$ cat config.mk
export PLATFORM = sky130hd
export DESIGN_NAME = ide_chan_sched
export DESIGN_NICKNAME = d
export VERILOG_FILES = /design/src/rtl/ide_chan_sched.sv
export SDC_FILE = /design/constraint.sdc
export NUM_CORES = 1
export LEC_CHECK = 0
export BUFFER_PORTS_ARGS = -buffer_cell sky130_fd_sc_hd__buf_2
export CORE_UTILIZATION = 48
export DETAILED_ROUTE_END_ITERATION = 10
export HOLD_SLACK_MARGIN = 0.06
export PLACE_DENSITY = 0.8
export SLEW_MARGIN = 20
export SYNTH_ARGS = -nofsm -noshare
export SYNTH_HDL_FRONTEND = slang
export SYNTH_SLANG_ARGS = --single-unit
$ cat constraint.sdc
create_clock -name clk -period 2.3 [get_ports clk]
set_clock_uncertainty 0.2 [all_clocks]
set_input_delay 0.23 -clock clk [delete_from_list [all_inputs] [get_ports clk]]
set_output_delay 0.23 -clock clk [all_outputs]
set_load 0.02 [all_outputs]
$ cat src/rtl/ide_chan_sched.sv
// Round-robin scheduler sharing one host management port between two IDE channels.
// Offers one pending channel request at a time, then routes host strobes to it until release or watchdog expiry.
//
// state      | meaning
// -----------+-------------------------------------------------------------
// ST_IDLE    | no offer outstanding; arbitrate between pending channels
// ST_OFFER   | request of channel sel shown to host, waiting for host_ack
// ST_SERVICE | host owns channel sel; strobes routed there, watchdog running
module ide_chan_sched #(
    parameter int WDOG_BITS = 24
) (
    input  logic        clk,
    input  logic        rst_n,
    input  logic [2:0]  ch_request0,
    input  logic [2:0]  ch_request1,
    output logic [3:0]  ch_mgmt_address,
    output logic [15:0] ch_mgmt_writedata,
    output logic [1:0]  ch_mgmt_write,
    output logic [1:0]  ch_mgmt_read,
    input  logic [15:0] ch_mgmt_readdata0,
    input  logic [15:0] ch_mgmt_readdata1,
    output logic        host_req_valid,
    output logic        host_req_chan,
    output logic [2:0]  host_req_code,
    input  logic        host_ack,
    input  logic        host_done,
    input  logic        host_cfg_chan,
    input  logic [3:0]  host_address,
    input  logic        host_write,
    input  logic        host_read,
    input  logic [15:0] host_writedata,
    output logic [15:0] host_readdata,
    output logic        busy,
    output logic        wdog_err
);

    typedef enum logic [1:0] {
        ST_IDLE    = 2'd0,
        ST_OFFER   = 2'd1,
        ST_SERVICE = 2'd2
    } state_t;

    localparam logic [WDOG_BITS-1:0] WDOG_LOAD = '1;
    localparam logic [WDOG_BITS-1:0] WDOG_ONE  = WDOG_BITS'(1);
    localparam logic [3:0]           CFG_ADDR  = 4'd6;

    state_t               state_q, state_d;
    logic                 sel_q, sel_d;
    logic                 rr_q, rr_d;
    logic [2:0]           code_q, code_d;
    logic                 valid_q, valid_d;
    logic [WDOG_BITS-1:0] wdog_q, wdog_d;
    logic                 wdog_err_q, wdog_err_d;

    logic                 pend0, pend1;
    logic                 choice;
    logic [2:0]           sel_req;
    logic                 host_strobe;

    assign pend0       = |ch_request0;
    assign pend1       = |ch_request1;
    assign choice      = (pend0 && pend1) ? rr_q : pend1;
    assign sel_req     = sel_q ? ch_request1 : ch_request0;
    assign host_strobe = host_write | host_read;

    // Watchdog is a down-counter holding the idle cycles still allowed; expiry on the last one.
    always_comb begin
        state_d    = state_q;
        sel_d      = sel_q;
        rr_d       = rr_q;
        code_d     = code_q;
        valid_d    = valid_q;
        wdog_d     = wdog_q;
        wdog_err_d = wdog_err_q;
        case (state_q)
            ST_IDLE: begin
                if (pend0 || pend1) begin
                    sel_d   = choice;
                    code_d  = choice ? ch_request1 : ch_request0;
                    valid_d = 1'b1;
                    state_d = ST_OFFER;
                end
            end
            ST_OFFER: begin
                if (host_ack) begin
                    state_d = ST_SERVICE;
                    valid_d = 1'b0;
                    wdog_d  = WDOG_LOAD;
                end else if (sel_req == 3'd0) begin
                    state_d = ST_IDLE;
                    valid_d = 1'b0;
                end else if (sel_req != code_q) begin
                    code_d = sel_req;
                end
            end
            ST_SERVICE: begin
                if (host_done) begin
                    state_d = ST_IDLE;
                    rr_d    = ~sel_q;
                end else if (host_strobe) begin
                    wdog_d = WDOG_LOAD;
                end else if (wdog_q <= WDOG_ONE) begin
                    state_d    = ST_IDLE;
                    rr_d       = ~sel_q;
                    wdog_err_d = 1'b1;
                end else begin
                    wdog_d = wdog_q - WDOG_ONE;
                end
            end
            default: begin
                state_d = ST_IDLE;
                valid_d = 1'b0;
            end
        endcase
    end

    always_ff @(posedge clk) begin
        if (!rst_n) begin
            state_q    <= ST_IDLE;
            sel_q      <= 1'b0;
            rr_q       <= 1'b0;
            code_q     <= 3'd0;
            valid_q    <= 1'b0;
            wdog_q     <= '0;
            wdog_err_q <= 1'b0;
        end else begin
            state_q    <= state_d;
            sel_q      <= sel_d;
            rr_q       <= rr_d;
            code_q     <= code_d;
            valid_q    <= valid_d;
            wdog_q     <= wdog_d;
            wdog_err_q <= wdog_err_d;
        end
    end

    // Strobes are combinational and also masked by rst_n so they drop on the reset edge itself.
    always_comb begin
        ch_mgmt_write = 2'b00;
        ch_mgmt_read  = 2'b00;
        host_readdata = 16'h0000;
        if (rst_n) begin
            if (state_q == ST_SERVICE) begin
                ch_mgmt_write[sel_q] = host_write;
                ch_mgmt_read[sel_q]  = host_read;
                host_readdata        = sel_q ? ch_mgmt_readdata1 : ch_mgmt_readdata0;
            end else if (host_write && (host_address == CFG_ADDR)) begin
                ch_mgmt_write[host_cfg_chan] = 1'b1;
            end
        end
    end

    assign ch_mgmt_address   = host_address;
    assign ch_mgmt_writedata = host_writedata;
    assign host_req_valid    = valid_q;
    assign host_req_chan     = sel_q;
    assign host_req_code     = code_q;
    assign busy              = (state_q == ST_SERVICE);
    assign wdog_err          = wdog_err_q;

endmodule

# After elaboration in Yosys (flattened, before gate mapping)
# Cells that the tools add are included.
# W data, S select, Z words.
# word_totals
latchBits	0
n_memories	0
elab_cells	93
inputBits	65
ram_bits	0
reg_bits	33
mem_bits_ro	0
# classes
n_addsub	1
reduce_logical	19
eq_ne	15
n_shift	0
multipliers	0
div_mod_pow	0
n_bitwise	7
order_cmp	5
muxes	39
# ops
cell	n
$mux W24	4
$mux W16	3
$pmux W24 S2	1
$le A24 B1 Y1 const B	1
$sub A24 B1 Y24 const B	1
$mux W2	11
$mux W3	6
$ne A2 B2 Y1 const B	7
$reduce_and A4 Y1	3
$mux W1	9
$ne A3 B3 Y1 const B	3
$pmux W2 S3	1
$pmux W3 S2	1
$reduce_and A3 Y1	2
$reduce_bool A2 Y1	3
$reduce_or A3 Y1	2
$reduce_and A5 Y1	1
$and A2 B2 Y2	2
$eq A4 B3 Y1 const B	1
$logic_and A1 B1 Y1	4
$lt A1 B2 Y1 const B	2
$not A1 Y1	4
$logic_not A3 Y1	1
$ne A3 B2 Y1 const B	1
10 further kinds	12

# Depth between registers and ports, before layout
# depth
ltp_word	7
ltp_mapped	8
depth_no_buf	7

# Least setup slack after synthesis
# No wires, ideal clock.
# synth_path
path_type	register -> register
startpoint	register state_q[0]
endpoint	register wdog_q[10]
setup_time_ns	0.116
t_arrival_ns	1.962
setup_slack_ns	0.022
synth_period_minus_slack_ns	2.278
t_required_ns	1.984
n_path_buf	1
path_stages_with_launch	8
cell_sequence	dfxtp_1 -> inv_1 -> ha_1 -> or4b_1 -> nor3b_1 -> clkbuf_1 -> nand3_1 -> a31o_1
# synth_via
elab_chain_cells	3
elab_cells_between_ends	8
cone_classes	5 x eq/ne; 1 x mux; 2 x reduce/logical
# synth_rtl
element	line	source
from (decl)	47	state_t state_q, state_d;
from (signal assigned)	127	state_q <= state_d;
$eq A2 B2 Y1 *	-	
via busy	33	output logic busy,
$ne A3 B3 Y1 (no line) (tied with other cells)	-	
$reduce_and A4 Y1 (no line)	-	
to (signal assigned)	132	wdog_q <= wdog_d;
to (decl)	52	logic [WDOG_BITS-1:0] wdog_q, wdog_d;
# Mark *: on every way through the listed nets, which the timed path passes. The rest lies on a longest branch.
# A chain may end at the register's enable or synchronous reset.

# Worst setup path after layout
# layout_path
startpoint	register state_q[0]
endpoint	register wdog_q[23]
# layout_via
elab_chain_cells	3
elab_cells_between_ends	8
cone_classes	5 x eq/ne; 1 x mux; 2 x reduce/logical
# layout_rtl
element	line	source
$eq A2 B2 Y1 or $eq A2 B1 Y1 (tied branches)	75	case (state_q)
$ne A3 B3 Y1 (no line) (tied with other cells)	-	
$reduce_and A4 Y1 (no line)	-	
# Parallel ways exist; a longest one is shown, timed or not.

==> out/qor.yml <==
routing:
  drt_wl_total_um: 7340
  antenna_left: 0
  dr.pass1.iters: 5
  drc: 0
  vias_per_cell: 6.08
  drt-initial-drc-count: 178
  routedWlPerCell_um: 15.8
  vias: 2829
power_and_ir_drop:
  p_sw_mw: 1.03
  peakVddDrop_uv: 376
  p_int_mw: 1.50
  p_leak_nw: 1.31
  seqPwrFrac_pct: 34.4
  p_clk_share_pct: 23.0
  power_density_mw_per_mm2: 808
  swShare_pct: 40.5
  total_power_mw: 2.53
  power_frac_comb_pct: 42.6
timing:
  finalHoldViolations: 0
  max_freq_mhz: 446
  rsz0062_at_grt: "true"
  maxSlewViolCount: 0
  setup_viol: 0
  worstMarginPinSlew_ps: 498
  fin_crit_ps: 2240
  slew_headroom_pct: 66.4
  fin_crit_sh_pct: 97.5
  fin_hold_ws_ps: 180
  setup_slack_ps: 57.5
synth:
  yosysSeqAreaShare_pct: 26.0
  synthFlopType: "dfxtp_1"
  async_flop_share_pct: 0
  synth.ff_latch_count: 33
  synthCells: 326
  ys_top_cells_by_count: "nor2_1, dfxtp_1, nor3_1"
  synth_cell_type_count: 58
  synthesis.area_mm2: 0.00254
  ys_top_cells_by_area: "dfxtp_1, mux2i_1, buf_4"
  avgSynthCellArea_um2: 7.79
  synth_most_common_cell: "nor2_1"
  syn-num-nets: 396
  synth_edf_count: 0
  yosys_warnings: 0
  synth_top_cell_by_area: "dfxtp_1"
  synth_top_area_share_pct: 26.0
clock_tree:
  clock_path_buffers: 2
  h-tree-depth: 2
  clk_latency_ps: 290
  path_clk_slew_ps: 70
  cts_tree: "yes"
  cts_buffers: 5
  cts_sinks: 33
  clock-root-buffer: "clkbuf_8"
placement:
  dp.cells: 453
  io_buffer_count: 79
  placed_area_mm2: 0.00291
  gp_congestion: 0.889
  dp_slack_ps: 30.4
  dpl.hpwl_um: 5320
critical_path:
  cp_slowest_cell: "or4b_1"
  endpoint_kind: "register"
  critPathKind: "reg -> reg"
  rr_worst_depth: 7
  crit_path_start_kind: "register"
  arrival_ps: 2220
  cp_max_fo: 5
  worst_path_largest_cell_delay_ps: 490
  worstPathRequired_ps: 2280
  worst_path_most_repeated_cell: "nor3_1"
  crit_chain: "inv_1 -> ha_2 -> or4b_1 -> nor3b_2 -> o2111ai_2 -> nor3_1 -> nor3_1"
cells_and_area:
  final_area_mm2: 0.00313
  drive_above_1_share_pct: 30.9
  nets: 464
  antenna_cells: 0
  stdcell_count: 465
  area_growth_pct: 23.2
floorplan:
  dieArea_mm2: 0.00559
  ioPinCount: 112
  die-height_um: 74.7
  initial_core_util_pct: 49.7
  chipWidth_um: 74.7
  num_rows: 26
  design.core.area_mm2: 0.00511
min_path:
  hold_path_depth: 3
  hold_class: "in -> reg"
global_routing:
  grt_pass1_vias: 2413
  grt_usage_pct: 25.8
  antenna_found_initial: 0
  grt_first_pass_wirelength_um: 11100
  grt_max_degree: 25
  overflow: 0
run:
  cap_viol_max_count: 0
status:
  status: "finished, final reports clean"
state kept, by name, indices dropped and copies added (netlist names):
signal	cells
host_req_valid	1
host_req_chan	1
wdog_err	1
wdog_q	24
state_q	2
host_req_code	3
rr_q	1
critical path: cells and delay by family (launching register included):
family | cells | cell delay [ps]
and+or+nand+nor | 4 | 1080
adders and majority gates | 1 | 190
DFF | 1 | 330
buffers and inverters | 1 | 80
AOI/OAI and AO/OA | 1 | 250
path summary, 6_finish.rpt:
check	start	endpoint	slack, ps
max reg2reg	state_q[0]	wdog_q[23]	60
min reg2reg	wdog_err	wdog_err	260
min	ch_request0[0]	host_req_code[0]	180
max	state_q[0]	wdog_q[23]	60
layout by cell type (no fill, tap or decap), types with 2 or more instances in the layout:
| master | count |
|---|---|
| nor3_1 | 22 |
| mux2i_1 | 21 |
| o2111a_1 | 2 |
| nor3_2 | 2 |
| dfxtp_1 | 32 |
| o211ai_1 | 3 |
| nand4b_1 | 2 |
| o41ai_1 | 2 |
| a21oi_1 | 16 |
| a31o_1 | 2 |
| nand2b_1 | 3 |
| a22oi_1 | 3 |
| o21a_1 | 3 |
| xor2_1 | 3 |
| buf_2 | 77 |
| nor4_1 | 2 |
| and4_1 | 6 |
| ha_1 | 4 |
| o31ai_1 | 2 |
| or3_1 | 8 |
| a31oi_2 | 2 |
| a211oi_1 | 8 |
| nand2_1 | 13 |
| and3_1 | 5 |
| inv_1 | 13 |
| a31oi_1 | 2 |
| o31a_1 | 3 |
| o21ai_1 | 2 |
| nand4_1 | 6 |
| nor2_1 | 41 |
| buf_6 | 2 |
| clkbuf_8 | 6 |
| nand3_1 | 10 |
| o21ai_0 | 11 |
| buf_4 | 16 |
| a311oi_1 | 9 |
layout make-up:
class                      count  area (um^2)
inverter                      13         48.8
multi-input combinational    244         1660
clock buffer                   7         86.3
tap                           70         87.6
clock inverter                 1         30.0
sequential                    33          662
timing repair buffer          97          558
fill                         456         1980
power by group through the flow:
| stage | registers [mW] | logic (mW) | clock network, mW |
|---|---|---|---|
| 2_1_floorplan | 0.853 | 0.773 | 0 |
| 3_3_place_gp | 0.864 | 0.988 | 0 |
| 3_5_place_dp | 0.872 | 1.01 | 0 |
| 4_1_cts | 0.862 | 1.02 | 0.590 |
| 5_1_grt | 0.891 | 1.18 | 0.617 |
| 6_report | 0.870 | 1.08 | 0.581 |
repair_timing:
item | 4_1_cts | 5_1_grt
gates resized for setup | 4 | 9
hold endpoints to repair | 1 | 0
endpoints found under the setup margin | 2 | 21
hold buffers | 1 | 0
setup buffers | 0 | 3
pin swaps | 3 | 3
gates cloned | 0 | 0
kinds of logic (layout without fill, tap and decap cells):
group / Yosys count / in the layout / share of synthesized area (%)
DFF: 33 / 33 / 26.0
and+or+nand+nor: 134 / 134 / 28.8
muxes: 21 / 21 / 8.28
xor gates and xnor gates: 3 / 3 / 1.03
adders and majority gates: 5 / 5 / 2.46
AOI/OAI and AO/OA: 81 / 81 / 22.7
buffers and inverters: 49 / 118 / 10.7
per-stage QoR:
stage                     setup TNS [ps]  utilization, %
after floorplan                        0               -
after global placement                 0            56.9
after detailed placement               0            56.9
after CTS                              0            59.6
after global routing                -226            61.2
final                                  0            61.2
routing by layer:
layer	GRT usage [%]	up-vias	part of all wire, %
met5	0	-	0
met3	5.49	15	6.6
li1	-	1343	-
met4	11.1	0	1.8
met1	36.8	1352	46
met2	37.3	119	46
No activity file was read; power rests on OpenSTA's default activity.
